==> config.mk <==
export PLATFORM = sky130hd
export DESIGN_NAME = filter_out_requant
export DESIGN_NICKNAME = d
export VERILOG_FILES = /design/src/rtl/filter_out_requant.sv
export SDC_FILE = /design/constraint.sdc
export NUM_CORES = 1
export LEC_CHECK = 0
export BUFFER_PORTS_ARGS = -buffer_cell sky130_fd_sc_hd__buf_2
export CELL_PAD_IN_SITES_DETAIL_PLACEMENT = 1
export CELL_PAD_IN_SITES_GLOBAL_PLACEMENT = 1
export CORE_ASPECT_RATIO = 0.9
export CORE_MARGIN = 4
export CORE_UTILIZATION = 30
export DETAILED_ROUTE_END_ITERATION = 16
export PLACE_DENSITY_LB_ADDON = 0.1
export SYNTH_ARGS = -nofsm -noshare
export SYNTH_HDL_FRONTEND = slang
export SYNTH_SLANG_ARGS = --single-unit
==> constraint.sdc <==
create_clock -name clk -period 4.07 [get_ports clk]
set_input_delay 0.814 -clock clk [delete_from_list [all_inputs] [get_ports clk]]
set_output_delay 0.814 -clock clk [all_outputs]
set_load 0.01 [all_outputs]
==> src/rtl/filter_out_requant.sv <==
// Requantizes 19-bit filter samples to 8 bits, decimates them and buffers the results in a small output FIFO.
// Define FILTER_OUT_SAT_CNT_EN to add the 16-bit sat_cnt saturation counter port.
module filter_out_requant #(
    parameter int DEC_FACTOR = 4,
    parameter int SHIFT      = 7,
    parameter int FIFO_DEPTH = 4
) (
    input  logic               clk,
    input  logic               rst,
    input  logic               in_valid,
    input  logic signed [18:0] data_in,
    input  logic               out_ready,
    input  logic               clr_ovf,
    output logic signed [7:0]  out_data,
    output logic               out_valid,
    output logic               ovf_sticky,
    output logic               drop_sticky
`ifdef FILTER_OUT_SAT_CNT_EN
    ,
    output logic [15:0]        sat_cnt
`endif
);

    localparam int PW = (DEC_FACTOR > 1) ? $clog2(DEC_FACTOR) : 1;
    localparam int AW = $clog2(FIFO_DEPTH);
    localparam int CW = AW + 1;
    localparam logic [19:0] ROUND_BIAS = 20'd1 << (SHIFT - 1);

    logic signed [19:0] biased;
    logic signed [19:0] shifted;
    logic signed [7:0]  sat_val;
    logic               sat_hit;

    logic [PW-1:0]      phase;
    logic               keep;

    logic               s1_valid;
    logic signed [7:0]  s1_data;

    logic signed [7:0]  mem [FIFO_DEPTH];
    logic [AW-1:0]      wr_ptr;
    logic [AW-1:0]      rd_ptr;
    logic [CW-1:0]      count;
    logic               full;
    logic               pop;
    logic               push;
    logic               drop;

    // Adding half an LSB before the arithmetic shift rounds ties toward +infinity.
    always_comb begin
        biased  = {data_in[18], data_in} + ROUND_BIAS;
        shifted = biased >>> SHIFT;
        sat_val = shifted[7:0];
        sat_hit = 1'b0;
        if (shifted > 20'sd127) begin
            sat_val = 8'sd127;
            sat_hit = 1'b1;
        end else if (shifted < -20'sd128) begin
            sat_val = -8'sd128;
            sat_hit = 1'b1;
        end
    end

    assign keep      = in_valid && (phase == '0);
    assign out_valid = (count != '0);
    assign full      = (count == CW'(FIFO_DEPTH));
    assign pop       = out_valid && out_ready;
    assign push      = s1_valid && (!full || pop);
    assign drop      = s1_valid && full && !pop;
    assign out_data  = out_valid ? mem[rd_ptr] : '0;

    always_ff @(posedge clk or negedge rst) begin
        if (!rst) begin
            phase <= '0;
        end else if (in_valid) begin
            if (phase == PW'(DEC_FACTOR - 1))
                phase <= '0;
            else
                phase <= phase + PW'(1);
        end
    end

    always_ff @(posedge clk or negedge rst) begin
        if (!rst) begin
            s1_valid <= 1'b0;
            s1_data  <= '0;
        end else begin
            s1_valid <= keep;
            if (keep)
                s1_data <= sat_val;
        end
    end

    // Storage carries no reset; out_data is masked to zero whenever the FIFO is empty.
    always_ff @(posedge clk) begin
        if (push)
            mem[wr_ptr] <= s1_data;
    end

    always_ff @(posedge clk or negedge rst) begin
        if (!rst) begin
            wr_ptr <= '0;
            rd_ptr <= '0;
            count  <= '0;
        end else begin
            if (push)
                wr_ptr <= wr_ptr + AW'(1);
            if (pop)
                rd_ptr <= rd_ptr + AW'(1);
            case ({push, pop})
                2'b10:   count <= count + CW'(1);
                2'b01:   count <= count - CW'(1);
                default: count <= count;
            endcase
        end
    end

    // Set events outrank a coincident clear so no event is ever lost.
    always_ff @(posedge clk or negedge rst) begin
        if (!rst) begin
            ovf_sticky  <= 1'b0;
            drop_sticky <= 1'b0;
        end else begin
            if (keep && sat_hit)
                ovf_sticky <= 1'b1;
            else if (clr_ovf)
                ovf_sticky <= 1'b0;
            if (drop)
                drop_sticky <= 1'b1;
            else if (clr_ovf)
                drop_sticky <= 1'b0;
        end
    end

`ifdef FILTER_OUT_SAT_CNT_EN
    always_ff @(posedge clk or negedge rst) begin
        if (!rst) begin
            sat_cnt <= '0;
        end else if (keep && sat_hit) begin
            if (clr_ovf)
                sat_cnt <= 16'd1;
            else if (sat_cnt != 16'hFFFF)
                sat_cnt <= sat_cnt + 16'd1;
        end else if (clr_ovf) begin
            sat_cnt <= '0;
        end
    end
`endif

endmodule

==> results of run 1 <==
## worst max-delay path: cells and delay by family (launching register included)
kind / cells / cell delay (ps)
mux: 1 / 590
buf+inv: 1 / 130
flops: 1 / 730
simple gates: 1 / 170
## synth_stat cells (2+ instances only)
cell	n	share of area [%]
clkbuf_1	4	0.59
dfrtp_1	20	20
nand4_1	2	0.49
nor3_1	3	0.59
and3_1	2	0.49
inv_1	12	1.8
a311oi_2	2	1.2
mux4_2	8	7.1
xor2_1	7	2.4
nor2_1	10	1.5
xnor2_1	6	2.1
ha_1	8	3.9
nand3_1	4	0.78
a311oi_1	2	0.69
o22ai_1	4	0.98
nand2_1	11	1.6
edfxtp_1	32	38
nor4_1	2	0.49
a21oi_1	4	0.78
o21ai_0	6	1.2
and2_1	14	3.4
## how the worst max path moves through the flow
stage / cells past startpoint / start / slack (ps) / endpoint
after floorplan: 6 / data_in[6] / 1620 / s1_data[0]$_DFFE_PN0P_
after global placement: 7 / data_in[6] / 1320 / s1_data[0]$_DFFE_PN0P_
after detailed placement: 10 / out_ready / 1260 / count[2]$_DFFE_PN0P_
after CTS: 3 / rd_ptr[0]$_DFFE_PN0P_ / 1260 / out_data[1]
after global routing: 3 / rd_ptr[0]$_DFFE_PN0P_ / 1170 / out_data[5]
final: 3 / rd_ptr[0]$_DFFE_PN0P_ / 1330 / out_data[1]
## state kept, by name (all words and copies together), names as in the netlist
| name | count |
|---|---|
| drop_sticky | 1 |
| s1_valid | 1 |
| count | 3 |
| rd_ptr | 2 |
| ovf_sticky | 1 |
| s1_data | 8 |
| mem | 32 |
| phase | 2 |
| wr_ptr | 2 |
## routing by layer
metal	track usage (%)	vias up	part of all wire [%]
met1	12.5	754	44
met3	2.10	7	3.5
li1	-	744	-
met5	0	-	0
met4	3.61	0	1.5
met2	19.4	28	51
## cells by family (layout without fill, tap and decap cells)
kind of cell | count (synthesis) | after routing | synth area share [%]
compound gates | 26 | 26 | 8.53
xor+xnor | 14 | 14 | 5.10
flops | 52 | 52 | 57.3
simple gates | 59 | 59 | 14.1
buf+inv | 19 | 49 | 3.23
fa+ha+maj | 9 | 9 | 4.71
mux | 8 | 8 | 7.06
## layout make-up
class                           instances  area (µm²)  share of cell area [%]
Tap cell                              115         144                    4.95
Clock buffer                            7        76.3                    2.62
Multi-Input combinational cell        116        1010                    34.7
Inverter                               13        48.8                    1.68
Sequential cell                        52        1460                    50.2
Clock inverter                          1        30.0                    1.03
Timing Repair Buffer                   28         140                    4.82
## power breakdown
group	leakage [nW]	switching [mW]	internal, mW
clock network	0.0524	0.157	0.184
registers	0.531	0.146	0.748
logic	0.524	0.288	0.286
==> results.yml, run 1 <==
run_status:
  outcome: "finished clean"
setup_path:
  startpoint_type: "flip-flop"
  cp_max_fo: 10
  worstPathRequired_ps: 3260
  crit_chain: "mux4_2, and2_1, buf_2"
  crit_path_end_kind: "output port"
  rr_endpoint: "count[2]$_DFFE_PN0P_"
  critical_path_class: "reg2out"
  cpPeakStageDelay_ps: 730
  r2r-start: "count[1]$_DFFE_PN0P_"
  cp_data_arrival_time_ps: 1920
  cp_slowest_cell: "dfrtp_1"
  ff2ff_path_depth: 9
  r2r_setup_slack_ps: 1770
yosys:
  syn_inst: 187
  yosys.cell_types.count: 45
  syn_nets: 220
  synth-warning-count: 0
  synth_ff_type: "edfxtp_1"
  synth_area_um2: 2550
  synthArstFlopShare_pct: 38.5
  ys_seq_area_share_pct: 57.3
  synth_edf_count: 32
  ys_ff_latch: 52
  avgSynthCellArea_um2: 13.6
place:
  io_buffers: 28
  dp.cells: 324
  placed_cell_area_um2: 2800
  gp_congestion: 0.859
  place_hpwl_um: 3870
  dp_slack_ps: 1260
finish:
  fill_cells: 891
  final_cells: 332
  antenna_cells: 0
  final_area_um2: 2910
  final_common_cell: "edfxtp_1"
  drive_above_1_share_pct: 24.4
  final_cell_mix: "edfxtp_1, buf_2, dfrtp_1"
  area_growth_pct: 14.0
  final_util_pct: 35.5
  nets: 249
pwr:
  p_leak_nw: 1.11
  ir_drop_uv: 152
  p_per_area_nw_per_um2: 622
  p_total_mw: 1.81
timing:
  post-route-period-util_pct: 67.2
  worstMarginPinSlew_ps: 630
  tns_ps: 0
  fin_hold_ws_ps: 443
  setup_ws_ps: 1330
  setup_viol: 0
  fmax_mhz: 365
  finalHoldViolCount: 0
  slew_headroom_pct: 58.0
  layout_min_cycle_time_ps: 2740
  drv_slew: 0
  skew_ps: 8.29
  rsz0062_at_grt: "false"
drt:
  via_per_inst: 4.62
  dr.pass1.iters: 4
  num_vias: 1533
  routed_wl_um: 5090
  ant_nets: 0
  drc: 0
  drt_iter0_drc: 44
  wl_per_cell_um: 15.3
grt:
  grt_pass1_vias: 1634
  overflow: 0
  grt_antenna_before_repair: 0
  grt_max_degree: 21
  grt_usage_pct: 10.6
  grt_pass1_wl_um: 8310
clock_tree:
  clock_sinks: 52
  clockBufferDepth: 2
  cts_root_buf: "clkbuf_8"
  cts_setup_buffers: 0
  cts_hold_buf: 0
  cts_tree: "yes"
  insertion_delay_ps: 300
  ctsResizeCount: 0
  cts_made_buffers: 5
  htreeDepth: 2
  clk_pin_slew_ps: 90
die:
  die-area_um2: 10100
  io_pins: 35
  core_um2: 8180
  chipHeight_um: 95.5
  die_w_um: 105
  initial_core_util_pct: 31.2
  rows: 31
hold_path:
  hold_path_class: "in2async"
run:
  max_cap_viol_count: 0
Power figures use the tool's default switching activity.
==> inputs of run 2 (changes only) <==
==> constraint.sdc (replaced) <==
create_clock -name clk -period 2.7 [get_ports clk]
set_input_delay 0.54 -clock clk [delete_from_list [all_inputs] [get_ports clk]]
set_output_delay 0.54 -clock clk [all_outputs]
set_load 0.01 [all_outputs]
==> run 2 against run 1 <==
  * First-iteration DRC count rose by 64%
  * Wire length is 0.57% lower
  * Clock skew is 4.6 ps lower
  * Die area unchanged
  * Setup slack worse by 1100 ps
  * Critical path depth grew 1
  * Final cell count increased by 0.60%
  * Via count fell by 0.13%
  * Largest power group unchanged
  * Highest routed layer unchanged
==> results.yml, run 2 (synthesis results as in run 1) <==
run_status:
  outcome: "finished clean"
clock_tree:
  clockBufferDepth: 2
  cts_hold_buf: 0
  insertion_delay_ps: 300
  clock_sinks: 52
  cts_tree: "yes"
  cts_root_buf: "clkbuf_8"
  cts_made_buffers: 5
  clk_pin_slew_ps: 90
  ctsResizeCount: 0
  cts_setup_buffers: 0
  htreeDepth: 2
die:
  die_w_um: 105
  core_um2: 8180
  die-area_um2: 10100
  io_pins: 35
  rows: 31
  chipHeight_um: 95.5
  initial_core_util_pct: 31.2
drt:
  drc: 0
  via_per_inst: 4.58
  wl_met3_um: 180
  wl_per_cell_um: 15.1
  dr.pass1.iters: 4
  top_layer_used: "met4"
  ant_nets: 0
  drt_iter0_drc: 72
  num_vias: 1531
  route.met2.wl_um: 2510
  wl_met1_um: 2290
  routed_wl_um: 5060
setup_path:
  cp_slowest_cell: "dfrtp_1"
  crit_family: "flip-flops"
  startpoint_type: "flip-flop"
  cpPeakStageDelay_ps: 530
  crit_path_end_kind: "output port"
  critical_path_class: "reg2out"
  cp_max_fo: 6
  cp_data_arrival_time_ps: 1890
  critical_path_buf_inv_count: 2
  crit_chain: "buf_4, mux4_2, and2_1, buf_2"
  worstPathRequired_ps: 2160
timing:
  fin_hold_ws_ps: 177
  layout_min_cycle_time_ps: 2430
  post-route-period-util_pct: 89.9
  fmax_mhz: 412
  drv_slew: 0
  slew_headroom_pct: 58.9
  skew_ps: 3.67
  setup_viol: 0
  rsz0062_at_grt: "false"
  worstMarginPinSlew_ps: 617
  finalHoldViolCount: 0
  tns_ps: 0
pwr:
  p_leak_nw: 1.12
  switching_power_mw: 0.926
  swShare_pct: 33.7
  ir_drop_uv: 272
  p_total_mw: 2.75
  intPower_mw: 1.82
  seqPwrFrac_pct: 48.3
  p_clk_share_pct: 18.4
  p_per_area_nw_per_um2: 938
  pwr-share-comb_pct: 33.3
finish:
  final_cell_mix: "edfxtp_1, buf_2, dfrtp_1"
  reg_top3: "mem (32), s1_data (8), count (3)"
  nets: 251
  final_common_cell: "edfxtp_1"
  largest_register_ffs: 32
  antenna_cells: 0
  multi_input_comb_area_um2: 1010
  regMostFlops: "mem"
  fill_cells: 890
  area_growth_pct: 14.7
  seqCellArea_um2: 1460
  drive_above_1_share_pct: 26.0
run:
  max_cap_viol_count: 0
place:
  gp_congestion: 0.805
  place_hpwl_um: 3870
  io_buffers: 28
grt:
  grt_antenna_before_repair: 0
  grt_usage_pct: 11.0
  grt_pass1_wl_um: 8580
  grt_max_degree: 21
  grt_pass1_vias: 1685
  overflow: 0
hold_path:
  hold_path_class: "in2async"
-- run 2: changes by cell type in the layout (fill, tap and decap cells not counted), sizes merged --
cell,change
inv,+1
bufinv,-1
clkinvlp,+1
clkbuf,-1
buf,+2
-- run 2: final cells by class --
class | instances | area share, %
tap | 115 | 4.91
timing repair buffer | 30 | 5.30
inverter | 13 | 1.67
sequential | 52 | 49.9
clock buffer | 6 | 3.21
clock inverter | 2 | 0.556
multi-input combinational | 116 | 34.4
-- run 2: metal layers --
layer | GRT usage (%) | vias to the layer above
met2 | 19.6 | 29
met3 | 2.71 | 6
met1 | 12.9 | 749
li1 | - | 747
met4 | 3.93 | 0
met5 | 0 | -
-- run 2: worst paths after layout --
path,from,slack (ps),cells after the start,to
max,rd_ptr[0]$_DFFE_PN0P_,270,4,out_data[1]
min,rst,180,1,phase[0]$_DFFE_PN0P_
max reg2reg,count[1]$_DFFE_PN0P_,440,9,count[2]$_DFFE_PN0P_
min reg2reg,count[2]$_DFFE_PN0P_,490,1,count[2]$_DFFE_PN0P_
max in group asynchronous,rst,2200,1,rd_ptr[1]$_DFFE_PN0P_
min in group clk,clr_ovf,430,2,ovf_sticky$_DFFE_PN0P_
-- run 2: power groups by stage --
stage          sequential [mW]  combinational (mW)  clock [mW]
6_report                  1.33               0.913       0.507
5_1_grt                   1.37                1.05       0.550
4_1_cts                   1.34               0.943       0.518
3_5_place_dp              1.36               0.932           0
3_3_place_gp              1.33               0.890           0
2_1_floorplan             1.24               0.697           0
-- run 2: per-stage QoR --
stage	util, %	instance area (µm²)	std cells	worst slack (ps)
floorplan	-	2550	187	528
global placement	34.4	2820	326	226
detailed placement	34.4	2820	326	189
CTS	35.8	2930	334	227
global route	35.8	2930	334	118
finish	35.8	2930	334	273
-- run 2: worst register-to-register path, delay by kind of cell (launching register included) --
kind          cells  cell delay, ps
simple gates      3             730
fa+ha+maj         2             560
xor+xnor          2             310
buf+inv           2             160
flops             1             420
==> inputs of run 3 (changes only) <==
--- a/config.mk
+++ b/config.mk
@@ -10,7 +10,7 @@
 export CELL_PAD_IN_SITES_GLOBAL_PLACEMENT = 1
 export CORE_ASPECT_RATIO = 0.9
 export CORE_MARGIN = 4
-export CORE_UTILIZATION = 30
+export CORE_UTILIZATION = 47
 export DETAILED_ROUTE_END_ITERATION = 16
 export PLACE_DENSITY_LB_ADDON = 0.1
 export SYNTH_ARGS = -nofsm -noshare
==> run 3 against run 2 <==
  * Design area shrank 1.0%
  * Register-to-register slack hardly changed
  * Combinational power up 2%
  * First-iteration DRC count down 4.2%
  * Critical path type unchanged
  * Fmax up 1.6%
  * Clock skew is essentially flat
  * Sequential power about the same
  * Final cell count shrank 14%
  * Clock-buffer cell count is the same
  * Setup slack gained 38 ps
  * Global-route usage increased by 6.3 points
  * Largest power group unchanged
  * Critical endpoint is now out_data[0]
  * Non-clock buffer count rose by 1
==> results.yml, run 3 (synthesis results as in run 1) <==
die:
  io_pins: 35
  initial_core_util_pct: 48.6
  chipHeight_um: 77.9
  core_um2: 5260
  die_w_um: 85.7
  rows: 25
  die-area_um2: 6680
setup_path:
  r2r_setup_slack_ps: 450
  critPathLaunch: "rd_ptr[0]$_DFFE_PN0P_"
  cp_slowest_cell: "dfrtp_1"
  rr_endpoint: "count[1]$_DFFE_PN0P_"
  endpoint: "out_data[0]"
  ff2ff_path_depth: 6
  crit_path_end_kind: "output port"
  critical_path_class: "reg2out"
  r2r-start: "count[1]$_DFFE_PN0P_"
  critical_path_buf_inv_count: 2
  crit_chain: "buf_4, mux4_2, and2_1, buf_2"
  cpPeakStageDelay_ps: 530
  worstPathRequired_ps: 2160
  startpoint_type: "flip-flop"
  crit_family: "flip-flops"
  path_depth: 4
  cp_data_arrival_time_ps: 1850
  cp_max_fo: 6
clock_tree:
  clockBufferDepth: 2
  ctsResizeCount: 0
  cts_made_buffers: 5
  cts_tree: "yes"
  clock_sinks: 52
  cts_hold_buf: 0
  insertion_delay_ps: 290
  cts_root_buf: "clkbuf_8"
  clk_pin_slew_ps: 90
  htreeDepth: 2
  cts_setup_buffers: 0
place:
  gp_congestion: 0.863
  place_hpwl_um: 3870
  io_buffers: 28
  placed_cell_area_um2: 2770
pwr:
  ir_drop_uv: 499
  p_per_area_nw_per_um2: 986
  p_leak_nw: 1.14
finish:
  area_growth_pct: 13.5
  nets: 252
  reg_top3: "mem (32), s1_data (8), count (3)"
  antenna_cells: 0
  regMostFlops: "mem"
  final_common_cell: "edfxtp_1"
  drive_above_1_share_pct: 25.9
  final_cell_mix: "edfxtp_1, buf_2, dfrtp_1"
  largest_register_ffs: 32
  final_area_um2: 2900
timing:
  slew_headroom_pct: 60.9
  finalHoldViolCount: 0
  tns_ps: 0
  worstMarginPinSlew_ps: 587
  skew_ps: 3.22
  drv_slew: 0
  layout_min_cycle_time_ps: 2390
  post-route-period-util_pct: 88.5
  fin_hold_ws_ps: 216
  setup_viol: 0
  fmax_mhz: 419
  rsz0062_at_grt: "false"
drt:
  ant_nets: 0
  drc: 0
  dr.pass1.iters: 4
  num_vias: 1596
  routed_wl_um: 5110
  via_per_inst: 5.56
  drt_iter0_drc: 69
  wl_per_cell_um: 17.8
run:
  max_cap_viol_count: 0
grt:
  grt_usage_pct: 17.3
  grt_pass1_wl_um: 8890
  grt_pass1_vias: 1806
  grt_antenna_before_repair: 0
  grt_max_degree: 21
  overflow: 0
run_status:
  outcome: "finished clean"
hold_path:
  hold_path_class: "in2async"
## run 3: area by class of cell
class | count | area (µm²)
clock buffer | 6 | 72.6
clock inverter | 2 | 60.1
fill | 538 | 2360
inverter | 13 | 48.8
multi-input combinational | 116 | 1010
sequential | 52 | 1460
tap | 67 | 83.8
timing repair buffer | 31 | 163
## run 3: how the worst min path moves through the flow
stage	to	slack, ps	cells past startpoint	from
6_report	s1_data[3]$_DFFE_PN0P_	220	1	rst
5_1_grt	s1_data[3]$_DFFE_PN0P_	230	1	rst
4_1_cts	s1_data[3]$_DFFE_PN0P_	220	1	rst
3_5_place_dp	count[2]$_DFFE_PN0P_	490	1	count[2]$_DFFE_PN0P_
3_3_place_gp	count[2]$_DFFE_PN0P_	460	1	count[2]$_DFFE_PN0P_
2_1_floorplan	count[0]$_DFFE_PN0P_	240	0	rst
## run 3: metal layers
layer  GRT usage (%)  share of wire, %
met1            22.1                43
met2            30.2                54
met3            2.87               2.4
met4            4.75               1.2
met5               0                 0
## run 3: report_power, final
group / switching [mW] / internal (mW)
clock: 0.235 / 0.370
combinational: 0.474 / 0.454
sequential: 0.194 / 1.13
## run 3: per-stage QoR
step	util, %	setup slack, ps	total power, mW	instances
CTS	55.1	270	2.90	287
global placement	52.6	272	2.21	279
detailed placement	52.6	207	2.29	279
global route	55.1	182	3.07	287
finish	55.1	311	2.86	287
floorplan	-	528	1.94	187
